==> config.mk <==
export PLATFORM = sky130hd
export DESIGN_NAME = instr_fetch
export DESIGN_NICKNAME = d
export VERILOG_FILES = /design/src/rtl/instr_fetch.sv
export SDC_FILE = /design/constraint.sdc
export NUM_CORES = 1
export LEC_CHECK = 0
export CORE_ASPECT_RATIO = 0.9
export CORE_MARGIN = 1
export CORE_UTILIZATION = 60
export DETAILED_ROUTE_END_ITERATION = 8
export PLACE_DENSITY = 0.85
export SYNTH_ARGS = -nofsm -noshare
export SYNTH_HDL_FRONTEND = slang
export SYNTH_SLANG_ARGS = --single-unit
==> constraint.sdc <==
create_clock -name clk -period 7.08 [get_ports clk]
set_input_delay 0.708 -clock clk [delete_from_list [all_inputs] [get_ports clk]]
set_output_delay 0.708 -clock clk [all_outputs]
set_load 0.01 [all_outputs]
==> src/rtl/instr_fetch.sv <==
// Instruction fetch unit: issues word fetches, buffers responses in a FIFO,
// handles redirects by flushing and dropping stale in-flight responses.
module instr_fetch #(
    parameter logic [31:0] RESET_PC        = 32'h0000_0000,
    parameter int          FIFO_DEPTH      = 4,
    parameter int          MAX_OUTSTANDING = 2
) (
    input  logic        clk,
    input  logic        reset,
    output logic        imem_req,
    output logic [31:0] imem_addr,
    input  logic        imem_gnt,
    input  logic        imem_rvalid,
    input  logic [31:0] imem_rdata,
    input  logic        redirect,
    input  logic [31:0] redirect_pc,
    output logic        instr_valid,
    output logic [31:0] instr,
    output logic [31:0] instr_pc,
    input  logic        instr_ready,
    output logic        fetch_fault
);

    localparam int PTR_W = $clog2(FIFO_DEPTH);
    localparam int CNT_W = PTR_W + 1;
    localparam logic [CNT_W:0]   DEPTH_C = (CNT_W + 1)'(FIFO_DEPTH);
    localparam logic [CNT_W-1:0] MAX_C   = CNT_W'(MAX_OUTSTANDING);

    typedef enum logic {
        ST_RUN,
        ST_FAULT
    } state_e;

    state_e            state_q, state_d;
    logic [31:0]       fetch_pc_q, fetch_pc_d;
    logic [31:0]       resp_pc_q, resp_pc_d;
    logic [CNT_W-1:0]  outst_q, outst_d;
    logic [CNT_W-1:0]  drop_q, drop_d;
    logic [CNT_W-1:0]  cnt_q, cnt_d;
    logic [PTR_W-1:0]  wptr_q, wptr_d;
    logic [PTR_W-1:0]  rptr_q, rptr_d;
    logic [31:0]       fifo_pc_q   [FIFO_DEPTH];
    logic [31:0]       fifo_data_q [FIFO_DEPTH];

    logic [CNT_W-1:0]  live;
    logic [CNT_W:0]    reserved;
    logic              req;
    logic              grant;
    logic              aligned;
    logic              vld;
    logic              push;
    logic              pop;

    always_comb begin
        // Space is reserved for every request that will actually be pushed.
        live     = outst_q - drop_q;
        reserved = {1'b0, cnt_q} + {1'b0, live};
        req      = !reset && (state_q == ST_RUN) &&
                   (reserved < DEPTH_C) && (outst_q < MAX_C);
        grant    = req && imem_gnt;
        aligned  = (redirect_pc[1:0] == 2'b00);
        vld      = !reset && (cnt_q != '0);
        push     = imem_rvalid && (drop_q == '0) && !redirect;
        pop      = vld && instr_ready && !redirect;

        outst_d  = outst_q + CNT_W'(grant) - CNT_W'(imem_rvalid);

        state_d    = state_q;
        fetch_pc_d = fetch_pc_q;
        resp_pc_d  = resp_pc_q;
        drop_d     = drop_q;
        cnt_d      = cnt_q + CNT_W'(push) - CNT_W'(pop);
        wptr_d     = push ? wptr_q + 1'b1 : wptr_q;
        rptr_d     = pop ? rptr_q + 1'b1 : rptr_q;

        if (grant) fetch_pc_d = fetch_pc_q + 32'd4;
        if (push) resp_pc_d = resp_pc_q + 32'd4;
        if (imem_rvalid && (drop_q != '0)) drop_d = drop_q - 1'b1;

        if (redirect) begin
            // Everything still in flight after this edge belongs to the old path.
            drop_d = outst_d;
            cnt_d  = '0;
            wptr_d = '0;
            rptr_d = '0;
            if (aligned) begin
                state_d    = ST_RUN;
                fetch_pc_d = redirect_pc;
                resp_pc_d  = redirect_pc;
            end else begin
                state_d = ST_FAULT;
            end
        end
    end

    always_ff @(posedge clk) begin
        if (reset) begin
            state_q    <= ST_RUN;
            fetch_pc_q <= RESET_PC;
            resp_pc_q  <= RESET_PC;
            outst_q    <= '0;
            drop_q     <= '0;
            cnt_q      <= '0;
            wptr_q     <= '0;
            rptr_q     <= '0;
        end else begin
            state_q    <= state_d;
            fetch_pc_q <= fetch_pc_d;
            resp_pc_q  <= resp_pc_d;
            outst_q    <= outst_d;
            drop_q     <= drop_d;
            cnt_q      <= cnt_d;
            wptr_q     <= wptr_d;
            rptr_q     <= rptr_d;
        end
    end

    always_ff @(posedge clk) begin
        if (push) begin
            fifo_pc_q[wptr_q]   <= resp_pc_q;
            fifo_data_q[wptr_q] <= imem_rdata;
        end
    end

    assign imem_req    = req;
    assign imem_addr   = {fetch_pc_q[31:2], 2'b00};
    assign instr_valid = vld;
    assign instr       = fifo_data_q[rptr_q];
    assign instr_pc    = fifo_pc_q[rptr_q];
    assign fetch_fault = !reset && (state_q == ST_FAULT);

endmodule

==> summary.md <==
| Metric | Value |
|---|---|
| TritonCTS clock tree | yes |
| CTS max path bufs | 3 |
| H-tree depth | 2 |
| Initial Utilization | 0.615 |
| Leading cell types in the layout, fill and taps excluded | edfxtp_1, clkdlybuf4s50_1, dfxtp_1 |
| CP max stage delay | 0.60 ns |
| Critical Path End | imem_req |
| Largest net degree at the start of global routing | 79 |
| Antenna violations before repair | 0 |
| Die Span Y | 143 µm |
| RSZ-0062 raised after global routing | no |
| Worst Max-Slew Pin Slew | 1.03 ns |
| Distinct cell type count after synthesis | 51 |
| Total CTS buffers | 34 |
| CP startpoint | drop_q[0] |
| Most common cell after layout, fill and taps aside | edfxtp_1 |
| Worst Path Arrival | 3.17 ns |
| 1st-pass router iterations | 5 |
| Comb pwr share | 0.114 |
| Placer Congestion | 0.883 |
| First-pass GRT wire length | 43.8 mm |
| Area post-placement | 15200 µm² |
| Setup bufs post-CTS | 0 |
| Fill cells | 1290 |
| Hold Buf Count CTS | 0 |
| Register area share after synthesis | 0.693 |
| CTS sink cnt | 334 |
| Setup tns final | 0 ns |
| Die area | 22800 µm² |
| # nets final | 1082 |
| Tightest Hold Check Type | reg -> reg |
| Sequential share of power | 0.506 |
| Maximum vdd drop | roughly 0.14 mV |
| R2R Setup Slk | 3.29 ns |
| Number of global-route vias before repair | between 7000 and 8000 |
| FMAX | around 260 MHz |
| Mapped Area | 13300 µm² |
| DRC | 0 |
| Pins Over Slew Limit | 0 |
| Crit path time final | 3.88 ns |
| Design area | around 16000 µm² |
| RR Endpoint | drop_q[2] |
| CTS clk-pin slew, worst paths | 0.06 ns |
| # diodes | 0 |
| Post-Synthesis Cells | 826 |
| Rel. slew slack | 0.316 |
| Clock power frac | 0.380 |
| Crit path cell chain | ha_1 -> inv_1 -> fa_1 -> xnor2_1 -> xnor2_1 -> ha_1 -> nor4b_4 -> nand2_1 -> nor3_1 -> clkdlybuf4s50_1 |
| Critical path type | reg -> out |
| Power Total | between 4 and 5 mW |
| Post-synthesis register bit count | 334 |
| Drt total wl | 28.7 mm |
| Post_cts resized | 0 |
| WP data required | 6.37 ns |
| Max-Cap Viols | 0 |
| Pwr Density | between 200 and 300 nW/µm² |
| Row count | just over 50 |
| Share of layout cells above drive strength 1 | 0.132 |
| Die Span X | 159 µm |
| Final period util | 0.548 |
| Static leakage | 5.17 nW |
| Gr ovfl total | 0 |
| Clock Latency Late Sink | 0.51 ns |
| Hold Fails Final Rpt | 0 |
| Setup Skew | 0.0144 ns |
| Port bufs | approximately 170 |
| Top-Level Pins | 169 |
| Iteration-0 DRC Markers | 740 |
| Primary FF master, synth | edfxtp_1 |
| Slowest-stage cell, CP | clkdlybuf4s50_1 |
| Setup violators final | 0 |
| Outcome | complete, no violations |
| Setup crit start kind | register |
| Internal power | 3.48 mW |
| Avg Cell Area, Syn | 16.2 µm² |
| Crit-path max FO | 4 |
| Yosys warnings | 0 |
| Area grow syn2layout | 22.4% |
| WL/cell | 21.9 µm |
| Antenna-violating nets left | 0 |
| Switching power total | around 1.0 mW |
| Via count | 7811 |
| Critical R2R Launch | drop_q[0] |
| Worst setup EP type | output port |
| Hpwl dp | approximately 17 mm |
| Number of vias per cell | 5.96 |
| Asr flop ratio synth | 0 |
| Core area | between 20000 and 25000 µm² |
| Reg2Reg Depth | 17 |
| Root Buffer | clkbuf_16 |
| Number of flops mapped to enable cells by yosys | between 200 and 300 |
| Switching Fraction | 0.227 |
| Gr usage total | 0.256 |
[stage by stage]
step | utilization | std cells | hold WS (ns) | setup WS [ns]
2_1_floorplan | - | 827 | 0.452 | 3.73
3_3_place_gp | 0.703 | 1248 | 0.484 | 3.46
3_5_place_dp | 0.703 | 1248 | 0.481 | 3.30
4_1_cts | 0.752 | 1310 | 0.498 | 3.15
5_1_grt | 0.752 | 1310 | 0.527 | 2.99
6_report | 0.752 | 1310 | 0.498 | 3.20
[cells by family (layout without fill, tap and decap cells)]
logic type                 count (synthesis)  after routing  share of synthesized area
adders and majority gates                 19             19                     0.0195
xor gates and xnor gates                  60             60                     0.0394
DFF                                      334            334                      0.693
other                                      1              2                   0.000281
muxes                                     66             66                      0.110
buffers and inverters                     66            258                     0.0204
and+or+nand+nor                          187            187                     0.0760
AOI/OAI and AO/OA                         93             93                     0.0416
[power by group through the flow]
stage | Sequential [mW] | Clock [mW] | Combinational (mW)
after floorplan | 2.31 | 0 | 0.281
after global placement | 2.31 | 0 | 0.501
after detailed placement | 2.32 | 0 | 0.510
after CTS | 2.28 | 1.73 | 0.516
after global routing | 2.29 | 1.81 | 0.558
final | 2.28 | 1.71 | 0.514
[per-layer routing]
metal  wire length [µm]  global-route usage  vias to the layer above
met5                  0                   0                        -
met1              12100               0.351                     3857
li1                   -                   -                     3518
met4                735              0.0891                        0
met3               2100              0.0401                       51
met2              13800               0.425                      385
[sequential cells by signal (all words and copies together) (netlist names), named ones only]
| signal | count |
|---|---|
| cnt_q | 3 |
| drop_q | 3 |
| fetch_pc_q | 30 |
| fifo_data_q | 128 |
| fifo_pc_q | 128 |
| outst_q | 3 |
| resp_pc_q | 32 |
| rptr_q | 2 |
| state_q | 1 |
| wptr_q | 2 |
[synth_stat cells (all sizes together) (3+ instances only)]
master,count,area [µm²]
or2,4,25.0
nor3b,4,30.0
xor2,14,123
dfxtp,78,1560
and2,8,50.1
and3,5,31.3
inv,25,93.8
a31oi,3,18.8
o21ai,11,55.1
or3,3,20.0
nand3,22,115
nand2,31,116
fa,3,60.1
xnor2,46,403
nor3,25,130
nand4,14,87.6
nor2b,5,31.3
buf,12,70.1
a21oi,47,235
mux4,64,1440
edfxtp,256,7690
nor4,12,75.1
ha,16,200
nor2,38,143
and4,8,70.1
clkbuf,29,109
o21bai,24,180
[critical path, delay by kind of cell (launching register included)]
family | cells | cell delay (ns)
xor+xnor | 2 | 0.28
buf+inv | 2 | 0.65
fa+ha+maj | 3 | 0.74
flops | 1 | 0.36
simple gates | 3 | 0.65
[worst min path at each step]
| stage | end | start | depth (start not counted) |
|---|---|---|---|
| global route | fifo_pc_q[2][1] | resp_pc_q[1] | 0 |
| finish | fifo_pc_q[1][1] | resp_pc_q[1] | 0 |
| CTS | fifo_pc_q[0][1] | resp_pc_q[1] | 0 |
| global placement | fifo_pc_q[3][0] | resp_pc_q[0] | 0 |
| floorplan | fifo_pc_q[0][0] | resp_pc_q[0] | 0 |
| detailed placement | fifo_pc_q[1][1] | resp_pc_q[1] | 0 |
[cell type report]
cell class                 instances  area [µm²]  share of cell area
sequential                       334        9250               0.567
multi-input combinational        427        3830               0.235
timing repair buffer             171        1700               0.104
clock buffer                      51         978              0.0599
tap                              291         364              0.0223
clock inverter                    11         101             0.00621
inverter                          25        93.8             0.00575
No activity file was read; power rests on OpenSTA's default activity.
